## src/rtl/cursor_move_ctrl.sv

```systemverilog
// Cursor X/Y position controller: configurable step, press-and-hold auto-repeat, clamp or wrap at canvas bounds.
// Optional acceleration (4*STEP after eight consecutive repeats) under `define CURSOR_MOVE_ACCEL_EN.
module cursor_move_ctrl #(
  parameter int X_WIDTH       = 8,
  parameter int Y_WIDTH       = 7,
  parameter int X_MAX         = 159,
  parameter int Y_MAX         = 119,
  parameter int X_INIT        = 80,
  parameter int Y_INIT        = 60,
  parameter int STEP          = 1,
  parameter int HOLD_DELAY    = 24,
  parameter int REPEAT_PERIOD = 8,
  parameter int WRAP          = 0
) (
  input  logic               clock,
  input  logic               reset,
  input  logic [3:0]         directions,
  input  logic               load,
  input  logic [X_WIDTH-1:0] load_x,
  input  logic [Y_WIDTH-1:0] load_y,
  output logic [X_WIDTH-1:0] outX,
  output logic [Y_WIDTH-1:0] outY,
  output logic               moved,
  output logic [3:0]         at_edge
);

  localparam int XW1  = X_WIDTH + 1;
  localparam int YW1  = Y_WIDTH + 1;
  localparam int CMAX = (HOLD_DELAY > REPEAT_PERIOD) ? HOLD_DELAY : REPEAT_PERIOD;
  localparam int CW   = $clog2(CMAX + 1);

  localparam logic [X_WIDTH-1:0] X_MAX_N = X_WIDTH'(X_MAX);
  localparam logic [Y_WIDTH-1:0] Y_MAX_N = Y_WIDTH'(Y_MAX);
  localparam logic [X_WIDTH:0]   XMAXW   = XW1'(X_MAX);
  localparam logic [Y_WIDTH:0]   YMAXW   = YW1'(Y_MAX);
  localparam logic [X_WIDTH:0]   XMAX1   = XW1'(X_MAX + 1);
  localparam logic [Y_WIDTH:0]   YMAX1   = YW1'(Y_MAX + 1);
  localparam logic [X_WIDTH:0]   XS1     = XW1'(STEP);
  localparam logic [Y_WIDTH:0]   YS1     = YW1'(STEP);
  localparam logic [CW-1:0]      HOLD_LAST = CW'(HOLD_DELAY - 1);
  localparam logic [CW-1:0]      REP_LAST  = CW'(REPEAT_PERIOD - 1);
  localparam logic [3:0] EDGE_INIT = {X_INIT == 0, Y_INIT == 0, X_INIT == X_MAX, Y_INIT == Y_MAX};

  typedef enum logic [1:0] {IDLE, HOLD, REPEAT} state_t;

  state_t             state, state_n;
  logic [CW-1:0]      cnt, cnt_n;
  logic [3:0]         prev_dir, eff;
  logic               do_move;
  logic [X_WIDTH:0]   xw, xs, xsum;
  logic [Y_WIDTH:0]   yw, ys, ysum;
  logic [X_WIDTH-1:0] x_mv, nx;
  logic [Y_WIDTH-1:0] y_mv, ny;

  always_comb begin
    eff = directions;
    if (directions[3] && directions[1]) begin
      eff[3] = 1'b0;
      eff[1] = 1'b0;
    end
    if (directions[2] && directions[0]) begin
      eff[2] = 1'b0;
      eff[0] = 1'b0;
    end

    state_n = state;
    cnt_n   = cnt;
    do_move = 1'b0;
    case (state)
      IDLE: begin
        if (eff != '0 && eff != prev_dir) begin
          do_move = 1'b1;
          state_n = HOLD;
          cnt_n   = '0;
        end
      end
      HOLD: begin
        if (eff == '0) begin
          state_n = IDLE;
          cnt_n   = '0;
        end else if (eff != prev_dir) begin
          do_move = 1'b1;
          cnt_n   = '0;
        end else if (cnt == HOLD_LAST) begin
          do_move = 1'b1;
          state_n = REPEAT;
          cnt_n   = '0;
        end else begin
          cnt_n = cnt + CW'(1);
        end
      end
      REPEAT: begin
        if (eff == '0) begin
          state_n = IDLE;
          cnt_n   = '0;
        end else if (eff != prev_dir) begin
          do_move = 1'b1;
          state_n = HOLD;
          cnt_n   = '0;
        end else if (cnt == REP_LAST) begin
          do_move = 1'b1;
          cnt_n   = '0;
        end else begin
          cnt_n = cnt + CW'(1);
        end
      end
      default: begin
        state_n = IDLE;
        cnt_n   = '0;
      end
    endcase

    if (load) begin
      state_n = IDLE;
      cnt_n   = '0;
    end
  end

  always_ff @(posedge clock) begin
    if (reset) begin
      state    <= IDLE;
      cnt      <= '0;
      prev_dir <= '0;
    end else begin
      state    <= state_n;
      cnt      <= cnt_n;
      prev_dir <= eff;
    end
  end

`ifdef CURSOR_MOVE_ACCEL_EN
  localparam logic [X_WIDTH:0] XS4 = XW1'(4 * STEP);
  localparam logic [Y_WIDTH:0] YS4 = YW1'(4 * STEP);
  logic [3:0] acc_cnt;

  // Only REPEAT-to-REPEAT period moves count; any other next state (load included) clears.
  always_ff @(posedge clock) begin
    if (reset || state_n != REPEAT)
      acc_cnt <= '0;
    else if (state == REPEAT && do_move && acc_cnt != 4'd8)
      acc_cnt <= acc_cnt + 4'd1;
  end

  assign xs = (acc_cnt == 4'd8) ? XS4 : XS1;
  assign ys = (acc_cnt == 4'd8) ? YS4 : YS1;
`else
  assign xs = XS1;
  assign ys = YS1;
`endif

  // Arithmetic is one bit wider than the position so increments never overflow before the bound test.
  always_comb begin
    xw   = {1'b0, outX};
    yw   = {1'b0, outY};
    xsum = xw + xs;
    ysum = yw + ys;

    x_mv = outX;
    if (eff[3]) begin
      if (xw < xs) x_mv = (WRAP != 0) ? X_WIDTH'(xw + (XMAX1 - xs)) : '0;
      else         x_mv = X_WIDTH'(xw - xs);
    end else if (eff[1]) begin
      if (xsum > XMAXW) x_mv = (WRAP != 0) ? X_WIDTH'(xsum - XMAX1) : X_MAX_N;
      else              x_mv = X_WIDTH'(xsum);
    end

    y_mv = outY;
    if (eff[2]) begin
      if (yw < ys) y_mv = (WRAP != 0) ? Y_WIDTH'(yw + (YMAX1 - ys)) : '0;
      else         y_mv = Y_WIDTH'(yw - ys);
    end else if (eff[0]) begin
      if (ysum > YMAXW) y_mv = (WRAP != 0) ? Y_WIDTH'(ysum - YMAX1) : Y_MAX_N;
      else              y_mv = Y_WIDTH'(ysum);
    end

    if (load) begin
      nx = (load_x > X_MAX_N) ? X_MAX_N : load_x;
      ny = (load_y > Y_MAX_N) ? Y_MAX_N : load_y;
    end else if (do_move) begin
      nx = x_mv;
      ny = y_mv;
    end else begin
      nx = outX;
      ny = outY;
    end
  end

  always_ff @(posedge clock) begin
    if (reset) begin
      outX    <= X_WIDTH'(X_INIT);
      outY    <= Y_WIDTH'(Y_INIT);
      moved   <= 1'b0;
      at_edge <= EDGE_INIT;
    end else begin
      outX    <= nx;
      outY    <= ny;
      moved   <= (nx != outX) || (ny != outY);
      at_edge <= {nx == '0, ny == '0, nx == X_MAX_N, ny == Y_MAX_N};
    end
  end

endmodule

```

## config.mk

```make
export PLATFORM = sky130hd
export DESIGN_NAME = cursor_move_ctrl
export DESIGN_NICKNAME = d
export VERILOG_FILES = /design/src/rtl/cursor_move_ctrl.sv
export SDC_FILE = /design/constraint.sdc
export NUM_CORES = 1
export LEC_CHECK = 0
export ABC_AREA = 1
export CORE_MARGIN = 3
export CORE_UTILIZATION = 45
export CTS_CLUSTER_SIZE = 24
export DETAILED_ROUTE_END_ITERATION = 8
export PLACE_DENSITY_LB_ADDON = 0.12
export SETUP_SLACK_MARGIN = 0.15
export SYNTH_ARGS = -nofsm -noshare
export SYNTH_HDL_FRONTEND = slang
export SYNTH_SLANG_ARGS = --single-unit
export TNS_END_PERCENT = 20
```

## constraint.sdc

```tcl
create_clock -name clock -period 2.9 [get_ports clock]
set_input_delay 0.725 -clock clock [delete_from_list [all_inputs] [get_ports clock]]
set_output_delay 0.725 -clock clock [all_outputs]
set_load 0.1 [all_outputs]
```

### Word-level counts from Yosys, hierarchy flattened

Cells that the tools add are included.

| word-level totals | value |
|---|---|
| flip-flop bits (word level) | 31 |
| input bits | 22 |
| word-level logic and storage cells | 83 |

| cells by class | value |
|---|---|
| $add $sub $neg | 5 |
| magnitude comparators | 6 |
| eq/ne operators | 13 |
| multiplexer cells | 41 |
| reductions and logical operators | 11 |

Operators with widths:

| operator | number |
|---|---|
| $mux W8 | 7 |
| $mux W7 | 7 |
| $mux W5 | 7 |
| $pmux W5 S3 | 1 |
| $mux W2 | 6 |
| $mux W1 | 11 |
| $add A8 B1 Y9 const B | 1 |
| $gt A9 B8 Y1 const B | 1 |
| $ne A3 B3 Y1 const B | 3 |
| $add A7 B1 Y8 const B | 1 |
| $eq A8 B8 Y1 const B | 1 |
| $gt A8 B7 Y1 const B | 1 |
| $gt A8 B8 Y1 const B | 1 |
| $logic_not A8 Y1 | 1 |
| $lt A8 B1 Y1 const B | 1 |
| $ne A8 B8 Y1 | 1 |
| $sub A8 B1 Y8 const B | 1 |
| $eq A7 B7 Y1 const B | 1 |
| $gt A7 B7 Y1 const B | 1 |
| $logic_not A7 Y1 | 1 |
| $lt A7 B1 Y1 const B | 1 |
| $ne A7 B7 Y1 | 1 |
| $sub A7 B1 Y7 const B | 1 |
| $pmux W2 S3 | 1 |
| 15 further kinds | 17 |

### Longest topological paths before layout

Gate-level depths: netlist of run 1.

| depth | value |
|---|---|
| word-level depth | 10 |
| depth in mapped cells | 22 |

### Worst setup path after synthesis of run 1

Ideal clock, no wire load.

| timing path | value |
|---|---|
| path kind | reg2reg |
| start | register outX[0] |
| end | register moved |
| arrival | 2.856 ns |
| required time | 2.772 ns |
| setup slack | -0.084 ns |
| stages on the path, launching flop included | 20 |
| path buffers | 0 |
| period minus slack after synthesis | 2.984 ns |
| cell sequence | dfxtp_1 inv_1 ha_1 nand3b_1 nor2_1 nand3_1 nand3_1 nand2_1 nand3_1 nand3_1 nand2_1 nand2_1 nand2_1 nand2_1 inv_1 nand2_1 nor2_1 nand2_1 nor2_1 nor2_1 |

| on the way | value |
|---|---|
| word-level cells in the longest chain between the ends | 9 |
| elaborated cells on any way between the ends | 12 |
| classes of those cells | 2 x add/sub; 2 x order compare; 1 x eq/ne; 6 x mux; 1 x reduce/logical |

RTL lines:

| element | line | RTL |
|---|---|---|
| start: declaration | 21 | `output logic [X_WIDTH-1:0] outX,` |
| start signal: assignment | 190 | `outX <= X_WIDTH'(X_INIT);` |
| start signal: assignment | 195 | `outX <= nx;` |
| $add A8 B1 Y9 | 155 | `xsum = xw + xs;` |
| $gt A9 B8 Y1 | 163 | `if (xsum > XMAXW) x_mv = (WRAP != 0) ? X_WIDTH'(xsum - XMAX1) : X_MAX_N;` |
| $mux W8 | 163 |  |
| $mux W8 | 162 | `end else if (eff[1]) begin` |
| $mux W8 | 159 | `if (eff[3]) begin` |
| $mux W8 | 179 | `end else if (do_move) begin` |
| $mux W8 | 176 | `if (load) begin` |
| $ne A8 B8 Y1 (*) | 197 | `moved <= (nx != outX) \|\| (ny != outY);` |
| $logic_or A1 B1 Y1 (*) | 197 |  |
| end signal: assignment | 197 |  |
| end: declaration | 23 | `output logic moved,` |

Every way passes the cells marked *; elsewhere a longest branch is shown, timed or not.
A chain may end at the register's enable or synchronous reset.

### Worst setup path in the final report of run 1

| timing path | value |
|---|---|
| start | register outY[0] |
| end | register moved |

| on the way | value |
|---|---|
| word-level cells in the longest chain between the ends | 9 |
| elaborated cells on any way between the ends | 12 |
| classes of those cells | 2 x add/sub; 2 x order compare; 1 x eq/ne; 6 x mux; 1 x reduce/logical |

RTL lines:

| element | line | RTL |
|---|---|---|
| start: declaration | 22 | `output logic [Y_WIDTH-1:0] outY,` |
| start signal: assignment | 191 | `outY <= Y_WIDTH'(Y_INIT);` |
| start signal: assignment | 196 | `outY <= ny;` |
| $add A7 B1 Y8 | 156 | `ysum = yw + ys;` |
| $gt A8 B7 Y1 | 172 | `if (ysum > YMAXW) y_mv = (WRAP != 0) ? Y_WIDTH'(ysum - YMAX1) : Y_MAX_N;` |
| $mux W7 | 172 |  |
| $mux W7 | 171 | `end else if (eff[0]) begin` |
| $mux W7 | 168 | `if (eff[2]) begin` |
| $mux W7 | 179 |  |
| $mux W7 | 176 |  |
| $ne A7 B7 Y1 (*) | 197 |  |
| $logic_or A1 B1 Y1 (*) | 197 |  |

Marked as above.

==> results of run 1 <==
## cell usage after synthesis (all sizes together)
master / number
nand2: 170
nand3: 66
nor2: 63
inv: 59
a21oi: 34
dfxtp: 31
o21ai: 19
ha: 10
nand4: 10
nor3: 9
xor2: 9
buf: 8
nand3b: 5
nor4: 4
a211oi: 2
clkinv: 2
o211ai: 2
o31ai: 2
xnor2: 2
a31oi: 1
clkbuf: 1
o22ai: 1
## sequential cells by signal (all words and copies together), names as in the netlist
register and flops:
moved 1, cnt 5, outY 7, prev_dir 4, outX 8, state 2, at_edge 4
## worst paths after layout
check / from / endpoint / slack, ns / cells after the start
max: outY[0] / moved / 0.44 / 19
min: cnt[0] / cnt[0] / 0.50 / 2
max reg2reg: outY[0] / moved / 0.44 / 19
min reg2reg: cnt[0] / cnt[0] / 0.50 / 2
## logic make-up after synthesis
logic type / synth area share
simple gates: 0.5027
buf+inv: 0.09666
compound gates: 0.1165
flops: 0.2094
xor+xnor: 0.03251
fa+ha+maj: 0.04221
## cell type report
cell class,count,area [um2],share of cell area
Clock buffer,5,68.82,0.01787
Tap cell,75,93.84,0.02437
Multi-Input combinational cell,409,2086,0.5418
Timing Repair Buffer,86,713.2,0.1852
Sequential cell,31,633.1,0.1644
Inverter,61,231.5,0.06012
Clock inverter,3,23.77,0.006175
## worst max-delay path: cells and delay by family (launching register included)
family                     cells  cell delay (ns)
and+or+nand+nor               17             1.36
DFF                            1             0.37
adders and majority gates      1             0.23
AOI/OAI and AO/OA              1             0.39
## metal layers
layer / vias up / routed length [um]
met3: 21 / 729
li1: 1822 / -
met5: - / 0
met2: 166 / 4173
met4: 0 / 197
met1: 1570 / 4085
## stage by stage
stage | util | power [mW]
finish | 0.6280 | 1.858
global route | 0.6280 | 1.975
CTS | 0.6220 | 1.845
detailed placement | 0.6045 | 1.463
global placement | 0.6045 | 1.454
floorplan | - | 1.157
## what timing repair did
item / in CTS / in global routing
cloned: 0 / 0
endpoints found under the setup margin: 5 / 9
resized for setup: 6 / 11
pin swaps: 1 / 5
buffers inserted: 0 / 2
## power breakdown
group          total, mW  switching (mW)  internal (mW)  leakage, nW
Clock              0.374           0.203          0.172       0.0408
Combinational      0.960           0.619          0.342         1.60
Sequential         0.523          0.0642          0.459        0.257
==> results.txt, run 1 <==
----------------------------------------------------
[CTS]
  TritonCTS clock tree ... done
  TritonCTS buffer count ... 5
  Number of hold-repair buffers added at the cts stage ... 0
  Insertion delay to the later sink of the worst-skew pair ... 0.30 ns
  CTS max path bufs ... 2
  Level count of the clock H-tree ... 2
  Root cell of the clock tree ... sky130_fd_sc_hd__clkbuf_8
  Clock Sink Count ... 31
  Register clock-pin slew on the reported worst setup and hold paths ... 0.08 ns

[Finish]
  Post-route non-filler standard cell count ... 670
  Commonest non-fill, non-tap cell in the layout ... sky130_fd_sc_hd__nand2_1
  Ant. Diodes ... 0
  Leading cell types in the layout, fill and taps excluded ... sky130_fd_sc_hd__nand2_1 (151), sky130_fd_sc_hd__buf_4 (64), sky130_fd_sc_hd__nand3_1 (62)
  Fraction of layout cells with a size suffix above 1 ... 0.2151
  Cell area after layout ... 3850 um2
  Count of nets after finishing ... 626
  Filler instances ... 612
  Layout-stage area growth over the synthesis result ... 29.89%

[Critical path]
  Type of origin of the critical path ... flip-flop
  Slowest stage cell on the critical path ... sky130_fd_sc_hd__o21ai_0
  CP max stage delay ... 0.39 ns
  Critical path class ... flip-flop to flip-flop
  Critical path fanouts, max ... 6
  Worst endpoint data arrival time ... 2.66 ns
  Most frequent cell on the critical path ... sky130_fd_sc_hd__nand2_1
  Type of element capturing the critical path ... flip-flop
  CP required ... 3.09 ns
  Ordered list of cells on the worst path ... ha_1, nand3_1, nor2_1, o21ai_0, nand3_2, nand2_1, nand2_1, nand2_1, nand2_1, nand2_1, nand2_1, nand2_1, nand2_1, nand2_1, nand2_1, nor2_1, nand2_1, nor2_1, nor2_1

[STA]
  Shortest period the worst path allows ... 2.462 ns
  Layout Skew ... 0.01037 ns
  Worst slew pin tran ... 0.4864 ns
  Fin. Hold Viols ... 0
  Crit path setup slack, layout ... 0.4381 ns
  Setup TNS ... 0 ns
  Achievable frequency ... 0.4062 GHz
  Worst max-slew margin expressed relative to the limit ... 0.6723
  Final setup viols ... 0
  Post-Route Hold Slack ... 0.5007 ns
  Max Transition Viols Final ... 0
  Period utilisation layout ... 0.8489
  Unrepaired setup endpoints after global routing ... no

[Global route]
  Overflow left after global routing ... 0
  Routing usage on met3 ... 0.03595
  Initial antenna violation count ... 0
  Met2 usage in global routing ... 0.4134
  Number of global-route vias before repair ... 3382
  Global routing usage on met1 ... 0.3328
  Gr usage total ... 0.2486
  Global-route wire length before repair ... 15.28 mm
  Layer with the highest usage ... met2
  Largest net degree at the start of global routing ... 22

[Detailed routing]
  DR vias ... 3579
  Initial DRC count ... 382
  Antenna Nets Post-Route ... 0
  Post-route DRC ... 0
  Wire length per cell ... 13.71 um
  Total routed wirelength ... 9.185 mm
  Pre-Repair DR Iteration Count ... 6
  Via-to-Cell Ratio ... 5.342

[Logic synthesis]
  Synth cell types ... 36
  Leading cell types by total area after synthesis ... sky130_fd_sc_hd__dfxtp_1 (21%), sky130_fd_sc_hd__nand2_1 (20%), sky130_fd_sc_hd__nand3_1 (11%)
  Syn. warnings ... 0
  Synthesized cell area ... 2964 um2
  Share of the synthesized area in the top cell type ... 0.2094
  Proportion of synthesized chip area in sequential cells ... 0.2094
  Cell type with the largest total area after synthesis ... sky130_fd_sc_hd__dfxtp_1
  Post-Synthesis Mean Instance Area ... 5.812 um2
  Synthesized flop and latch total ... 31
  Cells after Synth ... 510
  Mapped Nets ... 542

[Floorplanning]
  Total I/O pin count ... 42
  Floorplan die area ... 7597 um2
  Core outline area ... 6131 um2
  Starting utilization of the core area ... 0.4835
  Cell row count ... 28
  Die width ... 87.16 um
  Die Span Y ... 87.16 um

[Power]
  Static power due to leakage ... 1.901 nW
  Worst VDD drop ... 392.2 uV
  Power density of the placed cells ... 482.6 nW/um2

[Placement]
  Sum of net half-perimeters after detailed placement ... 7.125 mm
  Count of input and output buffers ... 41
  Global placer's final weighted congestion ... 0.9540
  Total instance count after detailed placement ... 660
  Post-detailed-placement cell area ... 3706 um2
  Pre-CTS setup slack ... -0.2454 ns

[Job]
  Max-capacitance violation count ... 0

[Hold path]
  Type of the worst min-delay path ... flip-flop to flip-flop

[Status]
  Result of the run ... finished clean

----------------------------------------------------
Note: power is estimated with default switching activity, not from simulation.
==> run 2, diff against run 1 <==
==> constraint.sdc (replaced) <==
create_clock -name clock -period 2.1 [get_ports clock]
set_input_delay 0.525 -clock clock [delete_from_list [all_inputs] [get_ports clock]]
set_output_delay 0.525 -clock clock [all_outputs]
set_load 0.1 [all_outputs]
==> run 2 against run 1 <==
  * The flow now finishes with violations (negative setup slack)
  * Sequential power grew 37%
  * Worst setup slack lost 0.57 ns
  * First-iteration DRC count shrank 4.2%
  * Via count grew 9.4%
  * Routed wire length grew 12%
  * Highest routed layer unchanged
==> results.txt, run 2 (synthesized netlist as in run 1, its figures left out) <==
----------------------------------------------------
[Status]
  Result of the run ... complete, but fails checks
  Violated checks ... negative setup slack

[Critical path]
  Worst flop-to-flop path endpoint ... moved
  Reg2Reg Setup Slack ... -0.12 ns
  Worst reg2reg startpoint ... outY[1]
  Critical Path Start ... directions[3]
  Dominant delay contributor by cell family on the critical path ... simple AND/OR/NAND/NOR gates
  CP required ... 2.30 ns
  Number of buffer and inverter stages on the critical path ... 5
  Most frequent cell on the critical path ... sky130_fd_sc_hd__nand2_2
  Type of element capturing the critical path ... flip-flop
  Worst setup endpoint ... moved
  Ordered list of cells on the worst path ... buf_2, inv_2, nand2_4, nand2_2, nand2_2, nor2_4, nand3_2, nand2_2, nand3_4, nand2_8, buf_6, a21oi_4, nand2_2, buf_6, buf_6, nand3_2, nand2_1, nand2_1, nor2_1, nand2_1, nor2_1, nor2_1
  CP max stage delay ... 0.18 ns
  Worst endpoint data arrival time ... 2.44 ns
  Type of origin of the critical path ... input pin
  Levels on crit path ... 22
  Critical path class ... input pin to flip-flop
  Critical path fanouts, max ... 6
  Slowest stage cell on the critical path ... sky130_fd_sc_hd__nor2_4
  Number of cells traversed by the worst register-to-register path ... 19

[Finish]
  Ant. Diodes ... 0
  Register bank with the most flops ... outX
  Top flop regs ... outX: 8 flops, outY: 7 flops, cnt: 5 flops
  Combined area of the multi-input logic cells ... 2379 um2
  Commonest non-fill, non-tap cell in the layout ... sky130_fd_sc_hd__nand2_1
  Storage element area ... 669.4 um2
  Layout-stage area growth over the synthesis result ... 57.66%
  Leading cell types in the layout, fill and taps excluded ... sky130_fd_sc_hd__nand2_1 (131), sky130_fd_sc_hd__buf_4 (107), sky130_fd_sc_hd__nand3_1 (53)
  Count of nets after finishing ... 683
  Post-route non-filler standard cell count ... 727
  Largest register FFs ... 8
  Filler instances ... 482
  Fraction of layout cells with a size suffix above 1 ... 0.4018
  Cell area after layout ... 4673 um2
  Final Util ... 0.7622

[Floorplanning]
  Total I/O pin count ... 42
  Starting utilization of the core area ... 0.4835
  Cell row count ... 28
  Floorplan die area ... 7597 um2
  Die width ... 87.16 um
  Core outline area ... 6131 um2
  Die Span Y ... 87.16 um

[Placement]
  Sum of net half-perimeters after detailed placement ... 7.607 mm
  Global placer's final weighted congestion ... 0.9792
  Post-detailed-placement cell area ... 4131 um2
  Count of input and output buffers ... 41
  Pre-CTS setup slack ... -0.8951 ns
  Total instance count after detailed placement ... 704

[STA]
  Unrepaired setup endpoints after global routing ... yes
  Achievable frequency ... 0.4476 GHz
  Setup TNS ... -0.4494 ns
  Period utilisation layout ... 1.064
  Worst slew pin tran ... 0.3337 ns
  Crit path setup slack, layout ... -0.1342 ns
  Max Transition Viols Final ... 0
  Shortest period the worst path allows ... 2.234 ns
  Final setup viols ... 5
  Fin. Hold Viols ... 0
  Layout Skew ... 0.007061 ns
  Worst max-slew margin expressed relative to the limit ... 0.7758

[Power]
  Cell internal pwr ... 1.548 mW
  Switching power as a share of total power ... 0.4662
  Worst VDD drop ... 516.2 uV
  Logic gate share of total power ... 0.576
  Power density of the placed cells ... 620.6 nW/um2
  Part of the power in registers ... 0.247
  Static power due to leakage ... 2.198 nW
  Total net switching power ... 1.352 mW
  Clk network pwr share ... 0.176

[Detailed routing]
  Antenna Nets Post-Route ... 0
  Via-to-Cell Ratio ... 5.385
  Post-route DRC ... 0
  DR vias ... 3915
  Wire length per cell ... 14.21 um
  Initial DRC count ... 366
  Total routed wirelength ... 10.33 mm
  Pre-Repair DR Iteration Count ... 6

[Global route]
  Initial antenna violation count ... 0
  Largest net degree at the start of global routing ... 19
  Gr usage total ... 0.2739
  Overflow left after global routing ... 0
  Number of global-route vias before repair ... 3600
  Global-route wire length before repair ... 16.65 mm

[CTS]
  Clock Sink Count ... 31
  Register clock-pin slew on the reported worst setup and hold paths ... 0.08 ns
  Root cell of the clock tree ... sky130_fd_sc_hd__clkbuf_8
  CTS max path bufs ... 2
  Insertion delay to the later sink of the worst-skew pair ... 0.30 ns
  Number of hold-repair buffers added at the cts stage ... 0
  TritonCTS buffer count ... 5
  Level count of the clock H-tree ... 2
  TritonCTS clock tree ... done

[Hold path]
  Type of the worst min-delay path ... flip-flop to flip-flop

[Job]
  Max-capacitance violation count ... 0

----------------------------------------------------
run 2: cell count changes in the layout (fill, tap and decap cells not counted), sizes merged:
cell          previous run  this run
inv                     60        58
clkinvlp                 2         4
dlymetal6s2s             3         0
buf                     65       125
run 2: worst min path at each step:
stage / start / slack (ns) / to / depth (start not counted)
2_1_floorplan: cnt[0] / 0.45 / cnt[0] / 2
3_3_place_gp: cnt[3] / 0.50 / cnt[3] / 2
3_5_place_dp: cnt[3] / 0.51 / cnt[3] / 2
4_1_cts: cnt[3] / 0.52 / cnt[3] / 2
5_1_grt: state[1] / 0.57 / state[1] / 2
6_report: state[1] / 0.53 / state[1] / 2
run 2: area by class of cell:
| cell class | instances | area share |
|---|---|---|
| clock buffers | 5 | 0.01473 |
| repair buffers | 143 | 0.2570 |
| flip-flops and latches | 31 | 0.1432 |
| inverters | 61 | 0.05167 |
| well taps | 75 | 0.02008 |
| clock inverters | 3 | 0.004284 |
| multi-input cells | 409 | 0.5090 |
run 2: per-layer routing:
layer,part of all wire,wire length [um],GRT usage
met5,0,0,0
met1,0.43,4425,0.3688
met4,0.020,202,0.08787
met2,0.47,4891,0.4438
met3,0.079,812,0.04730
run 2: timing repair:
action | 4_1_cts | 5_1_grt
pin swaps | 34 | 39
gates resized for setup | 79 | 39
setup endpoints to repair | 27 | 23
buffers inserted | 9 | 6
run 2: power by group through the flow:
stage | clock network (mW) | registers [mW] | logic (mW)
6_report | 0.511 | 0.717 | 1.67
5_1_grt | 0.544 | 0.726 | 1.80
4_1_cts | 0.509 | 0.710 | 1.55
3_5_place_dp | 0 | 0.716 | 1.42
3_3_place_gp | 0 | 0.716 | 1.40
2_1_floorplan | 0 | 0.939 | 0.673
run 2: per-stage QoR:
stage	power [mW]	hold slack [ns]
CTS	2.772	0.5210
global placement	2.120	0.5033
detailed placement	2.139	0.5117
finish	2.900	0.5269
floorplan	1.612	0.4541
global route	3.069	0.5678
run 2: worst register-to-register path, stage by stage, from the launching register on:
cell and delay (ns):
sky130_fd_sc_hd__dfxtp_4 0.38, sky130_fd_sc_hd__nor2_1 0.16, sky130_fd_sc_hd__nand2_1 0.08, sky130_fd_sc_hd__nor2_2 0.16
sky130_fd_sc_hd__nand2_1 0.07, sky130_fd_sc_hd__nor2_1 0.15, sky130_fd_sc_hd__nor2_1 0.07, sky130_fd_sc_hd__buf_4 0.14
sky130_fd_sc_hd__nand2_1 0.06, sky130_fd_sc_hd__nand3_1 0.08, sky130_fd_sc_hd__nand2_2 0.12, sky130_fd_sc_hd__buf_6 0.11
sky130_fd_sc_hd__buf_6 0.08, sky130_fd_sc_hd__nand3_2 0.04, sky130_fd_sc_hd__nand2_1 0.07, sky130_fd_sc_hd__nand2_1 0.06
sky130_fd_sc_hd__nor2_1 0.11, sky130_fd_sc_hd__nand2_1 0.07, sky130_fd_sc_hd__nor2_1 0.08, sky130_fd_sc_hd__nor2_1 0.04
